File: config.mk
export PLATFORM = sky130hd
export DESIGN_NAME = counter_b
export DESIGN_NICKNAME = d
export VERILOG_FILES = /design/src/rtl/counter_b_pkg.sv /design/src/rtl/counter_b_tc.sv /design/src/rtl/counter_b.sv
export SDC_FILE = /design/constraint.sdc
export NUM_CORES = 1
export LEC_CHECK = 0
export CORE_AREA = 2 2 39 41
export CTS_CLUSTER_DIAMETER = 50
export CTS_CLUSTER_SIZE = 40
export DETAILED_ROUTE_END_ITERATION = 8
export DIE_AREA = 0 0 41 43
export PLACE_DENSITY = 0.48
export SLEW_MARGIN = 10
export SYNTH_ARGS = -nofsm -noshare
export SYNTH_HDL_FRONTEND = slang
export SYNTH_SLANG_ARGS = --single-unit
File: constraint.sdc
create_clock -name clk -period 4.2 [get_ports clk]
set_clock_uncertainty 0.1 [all_clocks]
set_input_delay 0.42 -clock clk [delete_from_list [all_inputs] [get_ports clk]]
set_output_delay 0.42 -clock clk [all_outputs]
set_load 0.05 [all_outputs]
File: src/rtl/counter_b_pkg.sv
// Shared constants for the counter_b up/down counter.
`timescale 1ns/1ps
package counter_b_pkg;

    localparam int unsigned COUNTER_B_WIDTH = 6;

    localparam logic DIR_UP   = 1'b1;
    localparam logic DIR_DOWN = 1'b0;

endpackage

File: src/rtl/counter_b_tc.sv
// Terminal-count detector: flags the value whose next step wraps (or saturates)
// in the current direction.
`timescale 1ns/1ps
module counter_b_tc
    import counter_b_pkg::*;
#(
    parameter int unsigned WIDTH = COUNTER_B_WIDTH
) (
    input  logic [WIDTH-1:0] count,
    input  logic             ctrl,
    output logic             ripple_out
);

    always_comb begin
        ripple_out = 1'b0;
        if (ctrl == DIR_UP) begin
            ripple_out = (count == '1);
        end else begin
            ripple_out = (count == '0);
        end
    end

endmodule

File: src/rtl/counter_b.sv
// Free-running up/down binary counter with cascadable terminal-count output.
// Build option: define COUNTER_B_SATURATE_EN to saturate instead of wrapping.
`timescale 1ns/1ps
module counter_b
    import counter_b_pkg::*;
#(
    parameter int unsigned WIDTH = COUNTER_B_WIDTH
) (
    input  logic             clk,
    input  logic             clear_n,
    input  logic             ctrl,
    output logic [WIDTH-1:0] count,
    output logic             ripple_out
);

    logic [WIDTH-1:0] count_q;
    logic [WIDTH-1:0] count_d;
    logic             tc_hit;

    counter_b_tc #(
        .WIDTH (WIDTH)
    ) u_tc (
        .count      (count_q),
        .ctrl       (ctrl),
        .ripple_out (tc_hit)
    );

    always_comb begin
        count_d = count_q;
`ifdef COUNTER_B_SATURATE_EN
        // The terminal-count flag doubles as the saturation stop condition.
        if (!tc_hit) begin
            count_d = (ctrl == DIR_UP) ? count_q + WIDTH'(1) : count_q - WIDTH'(1);
        end
`else
        count_d = (ctrl == DIR_UP) ? count_q + WIDTH'(1) : count_q - WIDTH'(1);
`endif
    end

    always_ff @(posedge clk or negedge clear_n) begin
        if (!clear_n) begin
            count_q <= '0;
        end else begin
            count_q <= count_d;
        end
    end

    assign count      = count_q;
    assign ripple_out = tc_hit;

endmodule

==> results by group, run 1 <==
Status
  • Status: finished, final reports clean

Yosys
  • Share of the synthesized area in the top cell type: 0.4138
  • Leading area contributor after synthesis: dfrtp_1
  • Register area share after synthesis: 0.4138
  • Mapped Nets: 40
  • Post-synth EDFFs: 0
  • Yosys cell types: 18
  • Netlist Area Pre-Place: between 300 and 400 µm²
  • Register bit count reported by yosys: 6
  • Syn. warnings: 0
  • Post-synthesis cell count: 32
  • Asr flop ratio synth: 1.000
  • Main synth FF type: dfrtp_1
  • Top post-synthesis cells by area: dfrtp_1, ha_1, xnor2_1
  • Most frequent cell after synthesis: dfrtp_1
  • Avg Cell Area, Syn: roughly 11 µm²
  • Post-synth top cells: dfrtp_1, ha_1, xnor2_1

Clock tree
  • CTS tree: built
  • Clk sinks: 6
  • Clk slew on worst S/H paths: 0.05 ns
  • CTS H-Tree Depth: 1
  • Worst-Skew Late Latency: 0.24 ns
  • CTS Buffer Depth: 2
  • Hold bufs inserted after CTS: 0
  • Post-CTS sizing: 0
  • Post-CTS Setup Bufs: 0
  • CTS Buf Count: 3
  • CTS root buf: clkbuf_4

Critical path
  • Delay of the slowest critical-path stage: between 0.8 and 0.9 ns
  • Delay-heaviest family, CP: buffers and inverters
  • Slowest cell on crit path: clkdlybuf4s50_1
  • CP Max Fanout: 4
  • Required @ worst endpoint: between 3 and 4 ns
  • Setup crit end kind: primary output
  • WS Path Type: in -> out
  • CP cell instances: clkdlybuf4s50_1, nor3_1, nand2_1, o21ai_0, clkdlybuf4s50_1
  • WP data arrival: approximately 2.1 ns
  • Startpoint types: input pin
  • Cell mode on critical path: clkdlybuf4s50_1
  • Worst path buffer plus inverter count: 2

Drt
  • Post-DRT Antenna Nets: 0
  • DRC: 0
  • Post-Route WL: 811 µm
  • Via density: around 4.8
  • Top sig layer: met3
  • Routed vias: 286
  • Initial DRC Count: 6
  • Wire length on met2: roughly 430 µm
  • Number of iterations in the first detailed-routing pass: 4
  • DR WL/cell: between 10 and 15 µm
  • Routed metal-1 wire length: between 300 and 400 µm
  • Met3 wire length: between 40 and 50 µm

Layout
  • Multi-input gate area: slightly above 200 µm²
  • Final #Nets: between 50 and 60
  • Sequential cell area: about 150 µm²
  • Number of flip-flops in the largest register: 6
  • Finished Cell Area: ~500 µm²
  • Area growth, synth to finish: 36.55%
  • Filler cells: between 100 and 150
  • ANT cells: 0
  • Share of cells above drive strength 1: 0.1364

Pwr
  • P_sw: 0.2209 mW
  • Seq pwr share: 0.257
  • Internal power: 0.2356 mW
  • Leakage: around 0.21 nW
  • PnR Total Power: 0.4564 mW
  • Net Sw Frac: 0.4839
  • Clock power share: 0.119
  • Power Dens Cells: approximately 900 mW/mm²
  • IR drop worst, VDD: about 0.20 mV
  • Comb pwr share: 0.624

Placed design
  • Post-placement cell area: 473.0 µm²
  • Dpl hpwl: around 600 µm
  • PortBufs: 9
  • GPL Wtd Cong: 0.7425

GRT
  • Largest net degree at the start of global routing: 8
  • Gr usage total: 0.1089
  • Antenna violations before repair: 0
  • First-pass GRT wire length: ~1300 µm
  • Total grt overflow: 0
  • Vias in the first global route: about 320

STA
  • Fmax: roughly 0.38 GHz
  • Final setup violation count: 0
  • Setup TNS: 0 ns
  • Rel. slew slack: 0.6703
  • Final Hold Violating Endpoints: 0
  • Actual slew at the worst max-slew pin: 0.4930 ns
  • Period utilisation layout: 0.6290
  • Unrepaired setup endpoints after global routing: no
  • Min cycle time layout: 2.642 ns
  • Final Max Slew Viols: 0

Job
  • Max cap viols: 0

Floorplan
  • Die area: 0.001763 mm²
  • Core ar.: 0.001384 mm²
  • # IOs: 10
  • Initial Utilization: 0.2622
  • Core Rows: 14
  • Die Span Y: roughly 43 µm
  • Die W: ~40 µm

Worst hold path
  • Worst Hold Class: in -> async
## through the flow
stage               setup slack, ns  instances  hold WS (ns)  utilization
CTS                           1.544         60        0.3163       0.3580
finish                        1.558         60        0.3159       0.3580
global placement              1.636         57        0.4643       0.3418
detailed placement            1.549         57        0.5201       0.3418
floorplan                     1.710         32       0.02441            -
global route                  1.461         60        0.3324       0.3580
## per-layer routing
metal,vias up,track usage
li1,141,-
met1,134,0.1270
met2,11,0.1594
met3,0,0
met4,0,0.1200
met5,-,0
## final timing paths
kind | from | end | slack (ns) | cells after the start
worst max-delay path | ctrl | ripple_out | 1.56 | 5
worst min-delay path | clear_n | count[1] | 0.32 | 1
worst max register to register | count[0] | count[4] | 2.56 | 4
worst min register to register | count[1] | count[1] | 0.53 | 1
max in group asynchronous | clear_n | count[4] | 3.47 | 1
min in group clk | count[1] | count[1] | 0.53 | 1
## layout make-up
| type | instances | share of cell area |
|---|---|---|
| Timing Repair Buffer | 9 | 0.1818 |
| Tap cell | 16 | 0.04040 |
| Clock buffer | 3 | 0.04545 |
| Inverter | 2 | 0.01515 |
| Multi-Input combinational cell | 24 | 0.4141 |
| Sequential cell | 6 | 0.3030 |
## worst reg2reg max path, delay by kind of cell (launching register included)
kind / cells / cell delay [ns]
adders and majority gates: 1 / 0.47
AOI/OAI and AO/OA: 2 / 0.37
DFF: 1 / 0.48
xor gates and xnor gates: 1 / 0.14
## layout by cell type (no fill, tap or decap), drive strengths merged
master	Yosys	routed
clkdlybuf4s50	0	9
dfrtp	6	6
xnor2	4	4
ha	4	4
clkbuf	0	3
a21oi	3	3
inv	2	2
o21ai	2	2
a21o	2	2
a211oi	1	1
o21bai	1	1
xor2	1	1
nand3	1	1
nand4	1	1
nor3	1	1
nor4	1	1
nand2	1	1
fa	1	1
## cells by family (layout without fill, tap and decap cells)
group / Yosys count / in the layout / share of synthesized area
buffers and inverters: 2 / 14 / 0.02070
xor gates and xnor gates: 5 / 5 / 0.1207
adders and majority gates: 5 / 5 / 0.1931
DFF: 6 / 6 / 0.4138
and+or+nand+nor: 5 / 5 / 0.07240
AOI/OAI and AO/OA: 9 / 9 / 0.1793
## power by group through the flow
stage | combinational [mW] | clock [mW] | sequential [mW]
floorplan | 0.123 | 0 | 0.199
global placement | 0.282 | 0 | 0.116
CTS | 0.286 | 0.0567 | 0.116
global route | 0.309 | 0.0577 | 0.121
detailed placement | 0.286 | 0 | 0.117
finish | 0.285 | 0.0544 | 0.117
No activity file was read; power rests on OpenSTA's default activity.
==> inputs of run 2 (changes only) <==
- clock period: 4.2 -> 2.6 ns (I/O delays scaled with it)
==> results by group, run 2 (same netlist as run 1, synthesis figures left out) <==
STA
  • Final Max Slew Viols: 0 (unchanged)
  • Final WS setup: 0.6600 ns (was 1.558 ns)
  • Min cycle time layout: 1.940 ns
  • Rel. slew slack: 0.6663 (was 0.6703)
  • Actual slew at the worst max-slew pin: 0.4991 ns (was 0.4930 ns)
  • Fmax: around 0.52 GHz
  • Final setup violation count: 0 (unchanged)
  • Setup TNS: 0 ns (unchanged)
  • Hold slack final: 0.1630 ns (was 0.3159 ns)
  • Period utilisation layout: 0.7462
  • Unrepaired setup endpoints after global routing: no (unchanged)
  • Final Hold Violating Endpoints: 0 (unchanged)

Critical path
  • Delay-heaviest family, CP: buffers and inverters (unchanged)
  • CP cell instances: clkdlybuf4s50_1 (was clkdlybuf4s50_1, nor3_1, nand2_1, o21ai_0, clkdlybuf4s50_1)
  • Delay of the slowest critical-path stage: 0.86 ns (was 0.82 ns)
  • WS Path Type: reg -> out (was in -> out)
  • Worst path buffer plus inverter count: 1 (was 2)
  • WP data arrival: 1.58 ns (was 2.12 ns)
  • CP Max Fanout: 7 (was 4)
  • Setup crit end kind: primary output (unchanged)
  • Startpoint types: flip-flop (was input pin)
  • Required @ worst endpoint: 2.24 ns (was 3.68 ns)
  • Slowest cell on crit path: clkdlybuf4s50_1 (unchanged)

Placed design
  • Dpl hpwl: 568.8 µm (was 608.8 µm)
  • Post-placement cell area: 470.5 µm² (was 473.0 µm²)
  • Placed cell count: 57 (unchanged)
  • PortBufs: 9 (unchanged)
  • Post-place setup slack: 0.4659 ns (was 1.549 ns)
  • GPL Wtd Cong: 0.7435 (was 0.7425)

Drt
  • Initial DRC Count: 0 (was 6)
  • DRC: 0 (unchanged)
  • Post-DRT Antenna Nets: 0 (unchanged)
  • Post-Route WL: 698 µm (was 811 µm)
  • DR WL/cell: 11.63 µm (was 13.52 µm)
  • Number of iterations in the first detailed-routing pass: 1 (was 4)
  • Routed vias: 280 (was 286)
  • Via density: 4.667 (was 4.767)

GRT
  • Grt met1 use: 0.1111 (was 0.1270)
  • Gr usage total: 0.1039 (was 0.1089)
  • Largest net degree at the start of global routing: 8 (unchanged)
  • Grt met2 use: 0.1500 (was 0.1594)
  • Antenna violations before repair: 0 (unchanged)
  • Gr busiest metal: met2 (unchanged)
  • First-pass GRT wire length: 1159 µm (was 1255 µm)
  • Vias in the first global route: 299 (was 321)
  • M3 GR Usage: 0.01571 (was 0)
  • Total grt overflow: 0 (unchanged)

Layout
  • Commonest non-fill, non-tap cell in the layout: clkdlybuf4s50_1 (unchanged)
  • Most frequent cells in the layout: clkdlybuf4s50_1, dfrtp_1, xnor2_1, ha_1, clkbuf_4 (unchanged)
  • Area growth, synth to finish: 35.86% (was 36.55%)
  • Number of flip-flops in the largest register: 6 (unchanged)
  • Final core utilization: 0.3562 (was 0.3580)
  • ANT cells: 0 (unchanged)
  • Final non-filler cell total: 60 (unchanged)
  • Share of cells above drive strength 1: 0.1591 (was 0.1364)
  • Finished Cell Area: 493.0 µm² (was 495.5 µm²)
  • Final #Nets: 54 (unchanged)

Clock tree
  • Clk slew on worst S/H paths: 0.05 ns (about the same)
  • CTS root buf: clkbuf_4 (unchanged)
  • CTS Buffer Depth: 2 (unchanged)
  • Worst-Skew Late Latency: 0.24 ns (about the same)
  • CTS tree: built (unchanged)
  • Post-CTS Setup Bufs: 0 (unchanged)
  • CTS H-Tree Depth: 1 (unchanged)
  • Post-CTS sizing: 0 (unchanged)
  • CTS Buf Count: 3 (unchanged)
  • Hold bufs inserted after CTS: 0 (unchanged)
  • Clk sinks: 6 (unchanged)

Pwr
  • Comb pwr share: 0.628 (was 0.624)
  • Seq pwr share: 0.255 (was 0.257)
  • Power Dens Cells: 1483 mW/mm² (was 921.2 mW/mm²)
  • IR drop worst, VDD: 0.3454 mV (was 0.1988 mV)
  • P_sw: 0.3504 mW (was 0.2209 mW)
  • Clock power share: 0.117 (was 0.119)
  • Internal power: 0.3805 mW (was 0.2356 mW)
  • Net Sw Frac: 0.4794 (was 0.4839)
  • Leakage: 0.2108 nW (was 0.2088 nW)
  • PnR Total Power: 0.7310 mW (was 0.4564 mW)

Floorplan
  • Die area: 0.001763 mm² (unchanged)
  • Initial Utilization: 0.2622 (unchanged)
  • Core ar.: 0.001384 mm² (unchanged)
  • Die Span Y: 43 µm (unchanged)
  • # IOs: 10 (unchanged)
  • Core Rows: 14 (unchanged)
  • Die W: 41 µm (unchanged)

Worst hold path
  • Worst Hold Class: in -> async (unchanged)

Job
  • Max cap viols: 0 (unchanged)

Status
  • Status: finished, final reports clean (unchanged)
## run 2: cell types whose count changed in the layout (fill, tap and decap cells not counted), sizes merged
| cell | delta |
|---|---|
| buf | +1 |
| clkdlybuf4s50 | -1 |
## run 2: final timing paths
kind,startpoint,end,slack [ns],cells after the start
max in group asynchronous,clear_n,count[1],2.01,1
min in group clk,count[0],count[0],0.48,1
max reg2reg,count[0],count[4],1.02,4
max,count[0],count[0],0.66,1
min,clear_n,count[3],0.16,1
min reg2reg,count[0],count[0],0.48,1
## run 2: final cells by class
class / instances / area (µm²)
Multi-Input combinational cell: 24 / 205.2
Tap cell: 16 / 20.02
Inverter: 2 / 7.507
Clock buffer: 3 / 22.52
Fill cell: 153 / 890.9
Timing Repair Buffer: 9 / 87.58
Sequential cell: 6 / 150.1
## run 2: layer usage
layer	share of wire	wire (µm)
met5	0	0
met4	0	0
met3	0.054	38
met2	0.52	365
met1	0.42	294
## run 2: power by group through the flow
| stage | clock (mW) | combinational [mW] | sequential (mW) |
|---|---|---|---|
| floorplan | 0 | 0.199 | 0.321 |
| global placement | 0 | 0.455 | 0.186 |
| detailed placement | 0 | 0.463 | 0.188 |
| CTS | 0.0897 | 0.464 | 0.187 |
| global route | 0.0956 | 0.496 | 0.193 |
| finish | 0.0852 | 0.459 | 0.186 |
